$ cat src/rtl/prewish_mask_player.sv
// Blink-mask player: captures masks on strobe rising edges, double-buffers them,
// and shifts the active mask MSB-first onto the LED once per prescaler tick.
module prewish_mask_player #(
    parameter int MASK_CLK_BITS = 10,
    parameter int DATA_W        = 8
) (
    input  logic              CLK_I,
    input  logic              RST_I,
    input  logic              STB_I,
    input  logic [DATA_W-1:0] DAT_I,
    output logic              ACK_O,
    output logic              OVR_O,
    output logic              BUSY_O,
    output logic              o_led
);

    localparam int IDX_W = (DATA_W > 2) ? $clog2(DATA_W) : 1;
    localparam logic [IDX_W-1:0] LAST_IDX = IDX_W'(DATA_W - 1);
    localparam logic [IDX_W-1:0] PRE_LAST = IDX_W'(DATA_W - 2);

    typedef enum logic {
        IDLE,
        PLAY
    } state_t;

    state_t                   state;
    logic [1:0]               rst_sync;
    logic                     rst_n;
    logic                     stb_q;
    logic                     pend_v;
    logic [DATA_W-1:0]        cur;
    logic [DATA_W-1:0]        pend;
    logic [DATA_W-1:0]        nxt;
    logic [IDX_W-1:0]         bit_idx;
    logic [MASK_CLK_BITS-1:0] presc;
    logic                     rise;
    logic                     tick;
    logic                     boundary;
    logic                     consume;

    // Reset asserts asynchronously but releases two clock edges later.
    always_ff @(posedge CLK_I or negedge RST_I) begin
        if (!RST_I) begin
            rst_sync <= '0;
        end else begin
            rst_sync <= {rst_sync[0], 1'b1};
        end
    end

    assign rst_n = rst_sync[1];

    always_comb begin
        rise     = STB_I & ~stb_q;
        tick     = &presc;
        boundary = (state == PLAY) && tick && (bit_idx == LAST_IDX);
        consume  = pend_v && ((state == IDLE) || boundary);
        nxt      = pend_v ? pend : cur;
    end

    // Pending buffer: a capture on the consume edge lands behind the consumed mask.
    always_ff @(posedge CLK_I or negedge rst_n) begin
        if (!rst_n) begin
            stb_q  <= 1'b0;
            pend   <= '0;
            pend_v <= 1'b0;
            ACK_O  <= 1'b0;
            OVR_O  <= 1'b0;
        end else begin
            stb_q <= STB_I;
            ACK_O <= rise;
            OVR_O <= rise & pend_v & ~consume;
            if (rise) begin
                pend   <= DAT_I;
                pend_v <= 1'b1;
            end else if (consume) begin
                pend_v <= 1'b0;
            end
        end
    end

    always_ff @(posedge CLK_I or negedge rst_n) begin
        if (!rst_n) begin
            state   <= IDLE;
            cur     <= '0;
            bit_idx <= '0;
            presc   <= '0;
            o_led   <= 1'b0;
            BUSY_O  <= 1'b0;
        end else begin
            case (state)
                IDLE: begin
                    presc   <= '0;
                    bit_idx <= '0;
                    if (pend_v && (pend != '0)) begin
                        cur    <= pend;
                        o_led  <= pend[DATA_W-1];
                        BUSY_O <= 1'b1;
                        state  <= PLAY;
                    end else begin
                        o_led <= 1'b0;
                    end
                end
                PLAY: begin
                    presc <= presc + 1'b1;
                    if (tick) begin
                        if (bit_idx != LAST_IDX) begin
                            bit_idx <= bit_idx + 1'b1;
                            o_led   <= cur[PRE_LAST - bit_idx];
                        end else begin
                            bit_idx <= '0;
                            if (nxt == '0) begin
                                o_led  <= 1'b0;
                                BUSY_O <= 1'b0;
                                state  <= IDLE;
                            end else begin
                                cur   <= nxt;
                                o_led <= nxt[DATA_W-1];
                            end
                        end
                    end
                end
                default: begin
                    state  <= IDLE;
                    o_led  <= 1'b0;
                    BUSY_O <= 1'b0;
                end
            endcase
        end
    end

endmodule
$ cat config.mk
export PLATFORM = sky130hd
export DESIGN_NAME = prewish_mask_player
export DESIGN_NICKNAME = d
export VERILOG_FILES = /design/src/rtl/prewish_mask_player.sv
export SDC_FILE = /design/constraint.sdc
export NUM_CORES = 1
export LEC_CHECK = 0
export ABC_AREA = 1
export CORE_UTILIZATION = 52
export DETAILED_ROUTE_END_ITERATION = 6
export PLACE_DENSITY_LB_ADDON = 0.08
export SETUP_SLACK_MARGIN = 0.15
export SYNTH_ARGS = -nofsm -noshare
export SYNTH_HDL_FRONTEND = slang
export SYNTH_SLANG_ARGS = --single-unit
$ cat constraint.sdc
create_clock -name CLK_I -period 1.05 [get_ports CLK_I]
set_input_delay 0.315 -clock CLK_I [delete_from_list [all_inputs] [get_ports CLK_I]]
set_output_delay 0.315 -clock CLK_I [all_outputs]
set_load 0.1 [all_outputs]
# ---- Word level (Yosys, flattened, before mapping)
# Cells that the tools add are included.
dict set report word_totals {
  register_bits 38
  latchBits 0
  ramBits 0
  mem_bits_ro 0
  in_bits 11
  out_inout_bits 4
  mem_count 0
}
dict set report classes {
  addsub 3
  n_mul 0
  n_div 0
  magnitude_cmp 1
  n_eq_ne 7
  shifts 0
  muxes 29
  bitwise_logic 6
  n_reduce_logical 11
}
# operator n
set op_table {}
lappend op_table {{$mux 8} 5}
lappend op_table {{$pmux 10 s2} 1}
lappend op_table {{$pmux 8 s2} 1}
lappend op_table {{$mux 1} 15}
lappend op_table {{$add 10x1->10 const B} 1}
lappend op_table {{$reduce_and 10->1} 1}
lappend op_table {{$logic_not 8->1} 1}
lappend op_table {{$reduce_and 4->1} 2}
lappend op_table {{$reduce_bool 8->1} 1}
lappend op_table {{$mux 3} 2}
lappend op_table {{$ne 2x1->1 const B} 3}
lappend op_table {{$pmux 1 s2} 3}
lappend op_table {{$pmux 3 s2} 1}
lappend op_table {{$logic_and 1x1->1} 4}
lappend op_table {{$lt 3x4->1 const B} 1}
lappend op_table {{$ne 2x2->1 const B} 2}
lappend op_table {{$add 3x1->3 const B} 1}
lappend op_table {{$and 1x1->1} 3}
lappend op_table {{$bmux 1 s3} 1}
lappend op_table {{$eq 3x3->1 const B} 1}
lappend op_table {{$ne 3x3->1 const B} 1}
lappend op_table {{$not 1->1} 3}
lappend op_table {{$sub 3x3->3 const A} 1}
lappend op_table {{$reduce_bool 2->1} 1}
lappend op_table {{$logic_or 1x1->1} 1}

# ---- Depth between registers and ports, before layout
dict set report logic_depth {
  ltp_word 7
  ltp_mapped 9
}

# ---- Worst setup path before layout
# Ideal clock, no wire load.
dict set report synth_timing {
  path_kind {reg-to-reg}
  from {register presc[0]}
  to {register cur[0]}
  setup_time_ns 0.118
  arrival_time_ns 1.358
  slack_ns -0.426
  stages_incl_launch_ff 9
  n_path_buf 0
  cell_sequence {dfrtp_1 > ha_1 > nand2_2 > nor2_4 > nand3_2 > o21bai_4 > nand3_4 > nand2_1 > nand2_1}
}
dict set report synth_between {
  elab_chain_len 3
}
# element line_no
set synth_rtl {}
lappend synth_rtl {{from (decl)} 35} ;# logic [MASK_CLK_BITS-1:0] presc;
lappend synth_rtl {{from (signal assigned)} 104} ;# presc <= presc + 1'b1;
lappend synth_rtl {{$reduce_and 10->1} 54} ;# tick = &presc;
lappend synth_rtl {{$ne 2x1->1 (no source line)} n/a}
lappend synth_rtl {{$reduce_and 4->1 (no source line)} n/a}
lappend synth_rtl {{to (signal assigned)} 95} ;# cur <= pend;
lappend synth_rtl {{to (signal assigned)} 116} ;# cur <= nxt;
lappend synth_rtl {{to (decl)} 31} ;# logic [DATA_W-1:0] cur;
# Every way passes these cells.
# A chain may end at the register's enable or synchronous reset.

# ---- Worst setup path in the final report
dict set report layout_timing {
  from {register pend_v}
  to {register state}
}
dict set report layout_between {
  elab_chain_len 6
  elab_cells_between_ends 8
  cone_classes {mux: 6; reduce/logical: 2}
}
# element line_no
set layout_rtl {}
lappend layout_rtl {{from (decl)} 30} ;# logic pend_v;
lappend layout_rtl {{from (signal assigned)} 65} ;# pend_v <= 1'b0;
lappend layout_rtl {{from (signal assigned)} 74} ;# pend_v <= 1'b1;
lappend layout_rtl {{from (signal assigned)} 76} ;# pend_v <= 1'b0;
lappend layout_rtl {{$mux 8} 57} ;# nxt = pend_v ? pend : cur;
lappend layout_rtl {{$logic_not 8->1} 111} ;# if (nxt == '0) begin
lappend layout_rtl {{$mux 1} 111}
lappend layout_rtl {{$mux 1} 106} ;# if (bit_idx != LAST_IDX) begin
lappend layout_rtl {{$mux 1} 105} ;# if (tick) begin
lappend layout_rtl {{$pmux 1 s2 (*)} 90} ;# case (state)
lappend layout_rtl {{to (signal assigned)} 98} ;# state <= PLAY;
lappend layout_rtl {{to (signal assigned)} 114} ;# state <= IDLE;
lappend layout_rtl {{to (signal assigned)} 123} ;# state <= IDLE;
lappend layout_rtl {{to (decl)} 26} ;# state_t state;
# Mark *: on every way between the ends. The rest lies on a longest branch, timed or not.

==> out/results.ini <==
[timing]
layout_min_cycle_time_ps = 1670
finalCritPeriodShare_pct = 159
drv_slew = 0
fin_hold_ws_ps = 167
fmax_ghz = 0.598
setup_viol = 29
fin_skew_ps = 6.78
hold_violations = 0
tns_ps = -10950
rsz0062_at_grt = true
timing.final.ws_setup_ps = -622

[clock_network]
worstSkewPairLatency_ps = 310
cts_buffer_depth = 2
clk_pin_slew_ps = 80
cts_tree = done
clockRootBuffer = clkbuf_8
cts_sinks = 38
cts_buffers = 5
htreeDepth = 2
postCtsHoldBufs = 0

[logic_synthesis]
synthDistinctLibCells = 28
synthCells = 263
synth_nets = 278
synth-seq-cells = 38
yosysSeqAreaShare_pct = 46.7
yosysWarnings = 0
synth.cell_area_mm2 = 0.00204
avgSynthCellArea_um2 = 7.75

[outcome]
status = finished, violations left
violations = DRC, setup timing

[global_routing]
antenna_found_initial = 0
gr-usage-all-layers_pct = 32.3
overflow = 0
grt_pass1_wl_mm = 10.1
grt_pass1_vias = 2186
grt_max_degree = 15

[setup_path]
rrSetupSlack_ps = -620
critPathSlowestCell = dfrtp_2
path_buf_inv = 2
crit_path_max_fanout = 7
timing.rr.end = state
cp_data_arrival_time_ps = 1870
critPathKind = reg -> reg
end_kind = flop
start_kind = flop
critPathTopFamily = simple AND/OR/NAND/NOR gates
required_ps = 1240
max_stage_delay_ps = 520
path_cells = buf_6, nand2_1, nand2_2, nand2_2, buf_4, nor2_2, nand4_1, nand2_1, nand2_1
crit-reg2reg-launch = pend_v
crit_top_cell = nand2_1
reg2regPathDepth = 9

[placement]
dp_hpwl_mm = 3.54
dpl_cell_area_mm2 = 0.00278
dpl_worst_slack_ps = -407
portBuffers = 14
gp_congestion = 0.857

[power]
p_leak_uw = 0.00163
power.density_mw_per_mm2 = 1480
sequentialPowerShare_pct = 36.4
power.share.clock_pct = 30.9
combPwrFrac_pct = 32.7
p_int_uw = 3370
ir_drop_mv = 1.33
switching_share_pct = 32.4
p_switching_uw = 1620

[cells_and_area]
drive_gt1_share_pct = 47.5
areaGrowthSynthToFinish_pct = 65.0
diodes = 0
fin_area_mm2 = 0.00336
final_util_pct = 90.4
nNetsFinal = 376

[detailed_routing]
viasPerCell = 6.08
drc_errors = 10
num_vias = 2491
wire_per_inst_um = 20.0
first_iter_violations = 310
drtPass1Iterations = 7
ant_nets = 0
wl_mm = 8.20

[die]
start_util_pct = 54.8
die_w_um = 64.6
core_mm2 = 0.00372
ios = 15
dieArea_mm2 = 0.00417
fp.dieH_um = 64.6
std_cell_rows = 22

[flow_run]
drv_cap = 0

[min_path]
hold_path_class = in -> async

==> state kept, by name, summed over array words and instances, names as in the netlist <==
| name | cells |
|---|---|
| presc | 10 |
| cur | 8 |
| pend | 8 |
| bit_idx | 3 |
| rst_sync | 2 |
| ACK_O | 1 |
| BUSY_O | 1 |
| OVR_O | 1 |
| o_led | 1 |
| pend_v | 1 |
| state | 1 |
| stb_q | 1 |
==> power by group through the flow <==
stage	Combinational (uW)	Sequential, uW	Clock (uW)
floorplan	414	1900	0
global placement	1070	1790	0
detailed placement	1080	1800	0
CTS	1210	1780	1510
global route	1730	1820	1590
finish	1630	1820	1540
==> worst register-to-register path, cell delays in order (launching register included) <==
cell and delay, ps:
dfrtp_2 520, buf_6 140, nand2_1 100, nand2_2 110, nand2_2 70, buf_4 140, nor2_2 190, nand4_1 120
nand2_1 90, nand2_1 80
==> per-stage QoR <==
step	instances	power, uW
after floorplan	263	2310
after global placement	382	2860
after detailed placement	382	2890
after CTS	403	4500
after global routing	410	5140
final	410	4990
==> timing repair <==
item | in CTS | in global routing
pin swaps | 13 | 19
gates resized for setup | 61 | 38
endpoints found under the setup margin | 36 | 37
buffers inserted | 10 | 7
gates cloned | 3 | 0
==> worst max-delay path by stage <==
stage	start	end	slack (ps)	cells after the start
after floorplan	presc[0]	cur[0]	-420	8
after global placement	pend_v	cur[5]	-400	9
after detailed placement	pend_v	cur[5]	-410	9
after CTS	pend_v	cur[3]	-410	9
after global routing	pend_v	cur[0]	-720	9
final	pend_v	state	-620	9
==> metal layers <==
metal	wire length, um	share of wire [%]	GRT usage [%]	vias to the layer above
met5	0	0	0	-
met4	541	6.6	13.9	0
met3	795	9.7	7.57	65
met2	3940	48	54.6	198
met1	2920	36	39.3	1183
li1	-	-	-	1045
==> synthesized netlist by cell type (all sizes together) <==
| master | instances | area (um^2) |
|---|---|---|
| a21oi | 6 | 30.0 |
| and3 | 2 | 13.8 |
| buf | 4 | 31.3 |
| clkbuf | 2 | 7.51 |
| conb | 1 | 3.75 |
| dfrtp | 38 | 951 |
| ha | 4 | 50.1 |
| inv | 29 | 109 |
| nand2 | 92 | 358 |
| nand3 | 16 | 110 |
| nand3b | 2 | 15.0 |
| nand4 | 11 | 68.8 |
| nor2 | 24 | 110 |
| nor3 | 2 | 10.0 |
| o21ai | 27 | 135 |
| o21bai | 1 | 18.8 |
| or2 | 1 | 6.26 |
| xor2 | 1 | 8.76 |
==> logic make-up after synthesis <==
logic type / count (synthesis) / synth area share [%]
and+or+nand+nor: 150 / 34.0
adders and majority gates: 4 / 2.46
DFF: 38 / 46.7
xor gates and xnor gates: 1 / 0.430
AOI/OAI and AO/OA: 34 / 9.03
other: 1 / 0.184
buffers and inverters: 35 / 7.25
==> layout make-up <==
cell class,instances,area [um^2]
Tap cell,48,60.1
Inverter,29,114
Fill cell,134,355
Timing Repair Buffer,95,897
Sequential cell,38,968
Multi-Input combinational cell,191,1180
Clock inverter,3,68.8
Timing Repair inverter,1,7.51
Clock buffer,5,68.8
==> placed cells by master (no fill, tap or decap), types with 3 or more instances in the layout <==
| cell type | synthesis | routed |
|---|---|---|
| inv_2 | 1 | 5 |
| clkdlybuf4s50_1 | 0 | 9 |
| nor2_4 | 2 | 6 |
| buf_12 | 0 | 7 |
| nand3_4 | 2 | 3 |
| dfrtp_1 | 38 | 32 |
| buf_6 | 1 | 14 |
| nand2_4 | 0 | 8 |
| dfrtp_4 | 0 | 4 |
| inv_1 | 28 | 22 |
| ha_2 | 0 | 3 |
| nand4_1 | 11 | 11 |
| a21oi_1 | 6 | 5 |
| nor2_2 | 2 | 3 |
| clkbuf_8 | 0 | 5 |
| nand2_2 | 5 | 22 |
| nor2_1 | 20 | 15 |
| o21ai_0 | 25 | 9 |
| nand2_1 | 87 | 62 |
| o21ai_2 | 0 | 10 |
| nand3_2 | 1 | 3 |
| o21ai_1 | 2 | 8 |
| nand3_1 | 13 | 11 |
| buf_4 | 2 | 63 |
Power figures use the tool's default switching activity.
